File: config.mk
export PLATFORM = sky130hd
export DESIGN_NAME = imuldiv_mul_arbiter_flat
export DESIGN_NICKNAME = d
export VERILOG_FILES = /design/src/rtl/imuldiv_mul_arbiter_pkg.sv /design/src/rtl/imuldiv_mul_arbiter_if.sv /design/src/rtl/imuldiv_mul_arbiter_rr_arb2.sv /design/src/rtl/imuldiv_mul_arbiter.sv /design/src/flat_wrapper.sv
export SDC_FILE = /design/constraint.sdc
export NUM_CORES = 1
export LEC_CHECK = 0
export BUFFER_PORTS_ARGS = -buffer_cell sky130_fd_sc_hd__buf_2
export CORE_AREA = 2 2 155 157
export DETAILED_ROUTE_END_ITERATION = 10
export DIE_AREA = 0 0 157 159
export SYNTH_ARGS = -nofsm -noshare
export SYNTH_HDL_FRONTEND = slang
export SYNTH_SLANG_ARGS = --single-unit
File: constraint.sdc
create_clock -name clk -period 3.55 [get_ports clk]
set_input_delay 0.5325 -clock clk [delete_from_list [all_inputs] [get_ports clk]]
set_output_delay 0.5325 -clock clk [all_outputs]
set_load 0.02 [all_outputs]
File: src/rtl/imuldiv_mul_arbiter_pkg.sv
// Shared types for the multiplier arbiter: FSM state encoding and default operand width.
// The arbiter only steers traffic, so there is nothing arithmetic in here.
package imuldiv_mul_arb_pkg;

  localparam int WIDTH_DEFAULT = 32;

  typedef enum logic {
    STATE_IDLE = 1'b0,
    STATE_WAIT = 1'b1
  } state_t;

endpackage

File: src/rtl/imuldiv_mul_arbiter_if.sv
// Requester and multiplier val/rdy bundle; slave is the arbiter's view, master the surrounding lanes + multiplier.
// Results are twice the operand width.
interface imuldiv_mul_arbiter_if #(
  parameter int WIDTH = imuldiv_mul_arb_pkg::WIDTH_DEFAULT
);

  logic               req0_val;
  logic               req0_rdy;
  logic [WIDTH-1:0]   req0_msg_a;
  logic [WIDTH-1:0]   req0_msg_b;
  logic               req1_val;
  logic               req1_rdy;
  logic [WIDTH-1:0]   req1_msg_a;
  logic [WIDTH-1:0]   req1_msg_b;

  logic               resp0_val;
  logic               resp0_rdy;
  logic [2*WIDTH-1:0] resp0_msg_result;
  logic               resp1_val;
  logic               resp1_rdy;
  logic [2*WIDTH-1:0] resp1_msg_result;

  logic               mul_req_val;
  logic               mul_req_rdy;
  logic [WIDTH-1:0]   mul_req_msg_a;
  logic [WIDTH-1:0]   mul_req_msg_b;
  logic               mul_resp_val;
  logic               mul_resp_rdy;
  logic [2*WIDTH-1:0] mul_resp_msg_result;

  logic               owner;
  logic               busy;

  modport slave (
    input  req0_val, req0_msg_a, req0_msg_b,
    input  req1_val, req1_msg_a, req1_msg_b,
    output req0_rdy, req1_rdy,
    output resp0_val, resp0_msg_result, resp1_val, resp1_msg_result,
    input  resp0_rdy, resp1_rdy,
    output mul_req_val, mul_req_msg_a, mul_req_msg_b,
    input  mul_req_rdy,
    input  mul_resp_val, mul_resp_msg_result,
    output mul_resp_rdy,
    output owner, busy
  );

  modport master (
    output req0_val, req0_msg_a, req0_msg_b,
    output req1_val, req1_msg_a, req1_msg_b,
    input  req0_rdy, req1_rdy,
    input  resp0_val, resp0_msg_result, resp1_val, resp1_msg_result,
    output resp0_rdy, resp1_rdy,
    input  mul_req_val, mul_req_msg_a, mul_req_msg_b,
    output mul_req_rdy,
    output mul_resp_val, mul_resp_msg_result,
    input  mul_resp_rdy,
    input  owner, busy
  );

endinterface

File: src/rtl/imuldiv_mul_arbiter_rr_arb2.sv
// Two-way round-robin pick: the pointed-to requester wins if valid, else the other one.
// Purely combinational; o_id is meaningless while o_gnt is low.
module imuldiv_rr_arb2 (
  input  logic i_val0,
  input  logic i_val1,
  input  logic i_ptr,
  output logic o_gnt,
  output logic o_id
);

  logic w_ptr_val;

  assign w_ptr_val = i_ptr ? i_val1 : i_val0;
  assign o_gnt     = i_val0 | i_val1;
  assign o_id      = w_ptr_val ? i_ptr : ~i_ptr;

endmodule

File: src/rtl/imuldiv_mul_arbiter.sv
// Shares one iterative multiplier between two requesters; zero added latency, one op in flight.
// Backpressure: a stalled owner response holds WAIT, which in turn stalls the other requester.
module imuldiv_mul_arbiter
  import imuldiv_mul_arb_pkg::*;
(
  input  logic                 clk,
  input  logic                 reset,
  imuldiv_mul_arbiter_if.slave io_arb
);

  state_t r_state;
  logic   r_ptr;
  logic   r_owner;

  logic   w_gnt;
  logic   w_id;
  logic   w_idle;
  logic   w_wait;
  logic   w_req_hs;
  logic   w_resp_hs;
  logic   w_owner_rdy;

  imuldiv_rr_arb2 u_rr_arb2 (
    .i_val0 (io_arb.req0_val),
    .i_val1 (io_arb.req1_val),
    .i_ptr  (r_ptr),
    .o_gnt  (w_gnt),
    .o_id   (w_id)
  );

  // Reset gates every handshake output so nothing leaks out while the multiplier is also being reset.
  assign w_idle = !reset && (r_state == STATE_IDLE);
  assign w_wait = !reset && (r_state == STATE_WAIT);

  assign io_arb.mul_req_val   = w_idle && w_gnt;
  assign io_arb.mul_req_msg_a = w_id ? io_arb.req1_msg_a : io_arb.req0_msg_a;
  assign io_arb.mul_req_msg_b = w_id ? io_arb.req1_msg_b : io_arb.req0_msg_b;
  assign io_arb.req0_rdy      = w_idle && w_gnt && !w_id && io_arb.mul_req_rdy;
  assign io_arb.req1_rdy      = w_idle && w_gnt &&  w_id && io_arb.mul_req_rdy;

  assign w_owner_rdy              = r_owner ? io_arb.resp1_rdy : io_arb.resp0_rdy;
  assign io_arb.mul_resp_rdy      = w_wait && w_owner_rdy;
  assign io_arb.resp0_val         = w_wait && !r_owner && io_arb.mul_resp_val;
  assign io_arb.resp1_val         = w_wait &&  r_owner && io_arb.mul_resp_val;
  assign io_arb.resp0_msg_result  = io_arb.mul_resp_msg_result;
  assign io_arb.resp1_msg_result  = io_arb.mul_resp_msg_result;

  assign io_arb.owner = r_owner;
  assign io_arb.busy  = w_wait;

  assign w_req_hs  = io_arb.mul_req_val  && io_arb.mul_req_rdy;
  assign w_resp_hs = io_arb.mul_resp_val && io_arb.mul_resp_rdy;

  always_ff @(posedge clk) begin
    if (reset) begin
      r_state <= STATE_IDLE;
      r_ptr   <= 1'b0;
      r_owner <= 1'b0;
    end else begin
      case (r_state)
        STATE_IDLE: begin
          if (w_req_hs) begin
            r_owner <= w_id;
            r_ptr   <= ~w_id;
            r_state <= STATE_WAIT;
          end
        end
        STATE_WAIT: begin
          if (w_resp_hs) begin
            r_state <= STATE_IDLE;
          end
        end
        default: r_state <= STATE_IDLE;
      endcase
    end
  end

endmodule

File: src/flat_wrapper.sv
// flat-port wrapper written by rule: the top's interface ports become plain ports
module imuldiv_mul_arbiter_flat import imuldiv_mul_arb_pkg::*;
  (clk, reset, io_arb_req0_val, io_arb_req0_msg_a, io_arb_req0_msg_b, io_arb_req1_val, io_arb_req1_msg_a, io_arb_req1_msg_b, io_arb_req0_rdy, io_arb_req1_rdy, io_arb_resp0_val, io_arb_resp0_msg_result, io_arb_resp1_val, io_arb_resp1_msg_result, io_arb_resp0_rdy, io_arb_resp1_rdy, io_arb_mul_req_val, io_arb_mul_req_msg_a, io_arb_mul_req_msg_b, io_arb_mul_req_rdy, io_arb_mul_resp_val, io_arb_mul_resp_msg_result, io_arb_mul_resp_rdy, io_arb_owner, io_arb_busy);
  imuldiv_mul_arbiter_if #(.WIDTH((32))) io_arb_i ();
  input  logic clk;
  input  logic reset;
  input wire logic [$bits(io_arb_i.req0_val)-1:0] io_arb_req0_val;
  input wire logic [$bits(io_arb_i.req0_msg_a)-1:0] io_arb_req0_msg_a;
  input wire logic [$bits(io_arb_i.req0_msg_b)-1:0] io_arb_req0_msg_b;
  input wire logic [$bits(io_arb_i.req1_val)-1:0] io_arb_req1_val;
  input wire logic [$bits(io_arb_i.req1_msg_a)-1:0] io_arb_req1_msg_a;
  input wire logic [$bits(io_arb_i.req1_msg_b)-1:0] io_arb_req1_msg_b;
  output wire logic [$bits(io_arb_i.req0_rdy)-1:0] io_arb_req0_rdy;
  output wire logic [$bits(io_arb_i.req1_rdy)-1:0] io_arb_req1_rdy;
  output wire logic [$bits(io_arb_i.resp0_val)-1:0] io_arb_resp0_val;
  output wire logic [$bits(io_arb_i.resp0_msg_result)-1:0] io_arb_resp0_msg_result;
  output wire logic [$bits(io_arb_i.resp1_val)-1:0] io_arb_resp1_val;
  output wire logic [$bits(io_arb_i.resp1_msg_result)-1:0] io_arb_resp1_msg_result;
  input wire logic [$bits(io_arb_i.resp0_rdy)-1:0] io_arb_resp0_rdy;
  input wire logic [$bits(io_arb_i.resp1_rdy)-1:0] io_arb_resp1_rdy;
  output wire logic [$bits(io_arb_i.mul_req_val)-1:0] io_arb_mul_req_val;
  output wire logic [$bits(io_arb_i.mul_req_msg_a)-1:0] io_arb_mul_req_msg_a;
  output wire logic [$bits(io_arb_i.mul_req_msg_b)-1:0] io_arb_mul_req_msg_b;
  input wire logic [$bits(io_arb_i.mul_req_rdy)-1:0] io_arb_mul_req_rdy;
  input wire logic [$bits(io_arb_i.mul_resp_val)-1:0] io_arb_mul_resp_val;
  input wire logic [$bits(io_arb_i.mul_resp_msg_result)-1:0] io_arb_mul_resp_msg_result;
  output wire logic [$bits(io_arb_i.mul_resp_rdy)-1:0] io_arb_mul_resp_rdy;
  output wire logic [$bits(io_arb_i.owner)-1:0] io_arb_owner;
  output wire logic [$bits(io_arb_i.busy)-1:0] io_arb_busy;
  assign io_arb_i.req0_val = io_arb_req0_val;
  assign io_arb_i.req0_msg_a = io_arb_req0_msg_a;
  assign io_arb_i.req0_msg_b = io_arb_req0_msg_b;
  assign io_arb_i.req1_val = io_arb_req1_val;
  assign io_arb_i.req1_msg_a = io_arb_req1_msg_a;
  assign io_arb_i.req1_msg_b = io_arb_req1_msg_b;
  assign io_arb_req0_rdy = io_arb_i.req0_rdy;
  assign io_arb_req1_rdy = io_arb_i.req1_rdy;
  assign io_arb_resp0_val = io_arb_i.resp0_val;
  assign io_arb_resp0_msg_result = io_arb_i.resp0_msg_result;
  assign io_arb_resp1_val = io_arb_i.resp1_val;
  assign io_arb_resp1_msg_result = io_arb_i.resp1_msg_result;
  assign io_arb_i.resp0_rdy = io_arb_resp0_rdy;
  assign io_arb_i.resp1_rdy = io_arb_resp1_rdy;
  assign io_arb_mul_req_val = io_arb_i.mul_req_val;
  assign io_arb_mul_req_msg_a = io_arb_i.mul_req_msg_a;
  assign io_arb_mul_req_msg_b = io_arb_i.mul_req_msg_b;
  assign io_arb_i.mul_req_rdy = io_arb_mul_req_rdy;
  assign io_arb_i.mul_resp_val = io_arb_mul_resp_val;
  assign io_arb_i.mul_resp_msg_result = io_arb_mul_resp_msg_result;
  assign io_arb_mul_resp_rdy = io_arb_i.mul_resp_rdy;
  assign io_arb_owner = io_arb_i.owner;
  assign io_arb_busy = io_arb_i.busy;
  imuldiv_mul_arbiter u_core (.clk(clk), .reset(reset), .io_arb(io_arb_i));
endmodule
==> metrics <==
status complete, no violations; CP Launch Type flip-flop; clock sinks 3; DRC Markers 0; Yosys cell types 16; Avg WL per Cell 11.2 um; syn nets 423; Syn Area/Cell 8.57 um2; initial drt markers 26; CP startpoint u_core.r_ptr; area delta synth->final 28.2%; Die Y 159 um; Worst EP arrival 1960 ps; largest net degree at the start of global routing 37; R2R setup slack 2030 ps; Port Buffers 207; ANT nets after route 0; peak supply drop 0.121 mV; post-detail-place hpwl 6.30 mm; clock buffer depth 2; Worst-path clk slew 30 ps; PD cells 245 nW/um2; Initial Util 8.24%; worst reg2reg path depth 2; max cap viols 0; yosys warns 0; number of global-route vias before repair 1691; DR pass1 iterations 3; clk_lat worst skew 220 ps; Syn Std Cell Area 1910 um2; final number of max-transition violations 0; worst r2r src u_core.r_state; Overall Power 0.000600 W; wirelength, routed 6.94 mm; WS Path Type reg2out; Final nets 501; net switching power 0.000232 W; Sw Ratio 38.7%; setup bufs post-CTS 0; post-synthesis instance total 223; relative slew slack 70.6%; Pleak 1.22 nW; CTS tree built; Place WS 1180 ps; gpl congestion 0.817; CP max FO 36; Tcrit/Tclk final 70.3%; Cell Int Power 0.000368 W; GR Overflow Total 0; Critical R2R Capture u_core.r_ptr; die width 157 um; CTS Hold Buffers Added 0; Slew @ Worst Pin 441 ps; GRT Resource Usage Total 4.97%; share of cells above drive strength 1 92.3%; clock skew 5.77 ps; Clock power frac 29.9%; # rows 56; Root Buffer clkbuf_16; Core Footprint 23200 um2; Final Worst Setup Slack 1050 ps; Final Hold Viols 0; post-placement cell area 2370 um2; sequential share of power 7.0%; setup TNS 0 ps; worst path required time 3020 ps; H-tree levels 1; IO Count 400; final setup vio count 0; Crit. End Element primary output; register bit total from synthesis 3; CTS resizes 0; Die Area 25000 um2; Tmin final 2500 ps; Layout Utilization 10.6%; vias per inst 2.72; initial antenna violation count 1; FMAX 401 MHz; RSZ-0062 raised after global routing no; TritonCTS Buffers 3; total number of vias 1685; Seq/Total Area, Yosys 3.14%; Critical Path End io_arb_mul_req_msg_a[17]; HP Class reg2reg; Final Cell Area 2450 um2; combinational power share 63.1%; first-pass GRT wire length 9.19 mm
## registers in the layout (all words and copies together), names as in the netlist
| name | flops |
|---|---|
| u_core.r_ptr | 1 |
| u_core.io_arb.owner | 1 |
| u_core.r_state | 1 |
## final cells by class
type | count | area [um2]
Antenna cell | 1 | 2.50
Inverter | 2 | 7.51
Multi-Input combinational cell | 82 | 851
Timing Repair Buffer | 209 | 1050
Sequential cell | 3 | 60.1
Clock buffer | 4 | 78.8
Fill cell | 2701 | 20700
Tap cell | 319 | 399
## metrics by stage
stage / instances / hold slack, ps
finish: 620 / 555
global route: 620 / 587
CTS: 619 / 560
floorplan: 223 / 517
detailed placement: 615 / 552
global placement: 615 / 523
## critical path, cell delays in order (launching register included)
cell	delay, ps
dfxtp_1	450
mux2i_4	280
buf_4	410
mux2_2	400
buf_2	160
## layer usage
| metal | track usage (%) | vias to the layer above | share of wire, % |
|---|---|---|---|
| met5 | 0 | - | 0 |
| met4 | 3.67 | 0 | 6.1 |
| met3 | 2.40 | 47 | 16 |
| met2 | 8.53 | 176 | 46 |
| met1 | 4.52 | 696 | 32 |
| li1 | - | 766 | - |
## placed cells by master, fill, tap and decap left out, drive strengths merged
master	Yosys	final
nand2b	2	2
buf	135	209
dfxtp	3	3
diode	0	1
o21ai	1	1
or4b	1	1
nor2b	3	3
nor3	1	1
inv	2	2
and3	1	1
mux2	65	65
clkbuf	1	4
mux2i	3	3
nand2	1	1
nor2	4	4
## logic make-up after synthesis
logic type / after synthesis / synth area share [%]
flip-flops: 3 / 3.14
AO/OA/AOI/OAI: 1 / 0.262
buffers and inverters: 138 / 53.0
AND/OR/NAND/NOR: 13 / 3.73
multiplexers: 68 / 39.9
## worst min path at each step
stage	startpoint	cells past startpoint	end	slack [ps]
finish	u_core.io_arb.owner	2	u_core.io_arb.owner	560
global route	u_core.io_arb.owner	2	u_core.io_arb.owner	590
CTS	u_core.io_arb.owner	2	u_core.io_arb.owner	560
detailed placement	u_core.io_arb.owner	2	u_core.io_arb.owner	550
global placement	u_core.io_arb.owner	2	u_core.io_arb.owner	520
floorplan	u_core.r_state	2	u_core.r_state	520
## cell usage after synthesis
master | n | area share (%)
mux2_2 | 64 | 38
nand2_1 | 1 | 0.20
mux2_1 | 1 | 0.59
clkbuf_1 | 1 | 0.20
nor3_1 | 1 | 0.26
buf_4 | 130 | 51
nor2_1 | 4 | 0.79
buf_2 | 5 | 1.3
dfxtp_1 | 3 | 3.1
inv_1 | 2 | 0.39
nor2b_1 | 3 | 0.98
mux2i_1 | 3 | 1.6
and3_1 | 1 | 0.33
or4b_1 | 1 | 0.52
o21ai_0 | 1 | 0.26
nand2b_1 | 2 | 0.65
## power groups by stage
stage | sequential [W] | clock, W | combinational, W
after global routing | 0.0000427 | 0.000192 | 0.000404
after global placement | 0.0000426 | 0 | 0.000378
after CTS | 0.0000423 | 0.000188 | 0.000383
after floorplan | 0.0000410 | 0 | 0.000438
after detailed placement | 0.0000428 | 0 | 0.000382
final | 0.0000419 | 0.000180 | 0.000378
No activity file was read; power rests on OpenSTA's default activity.
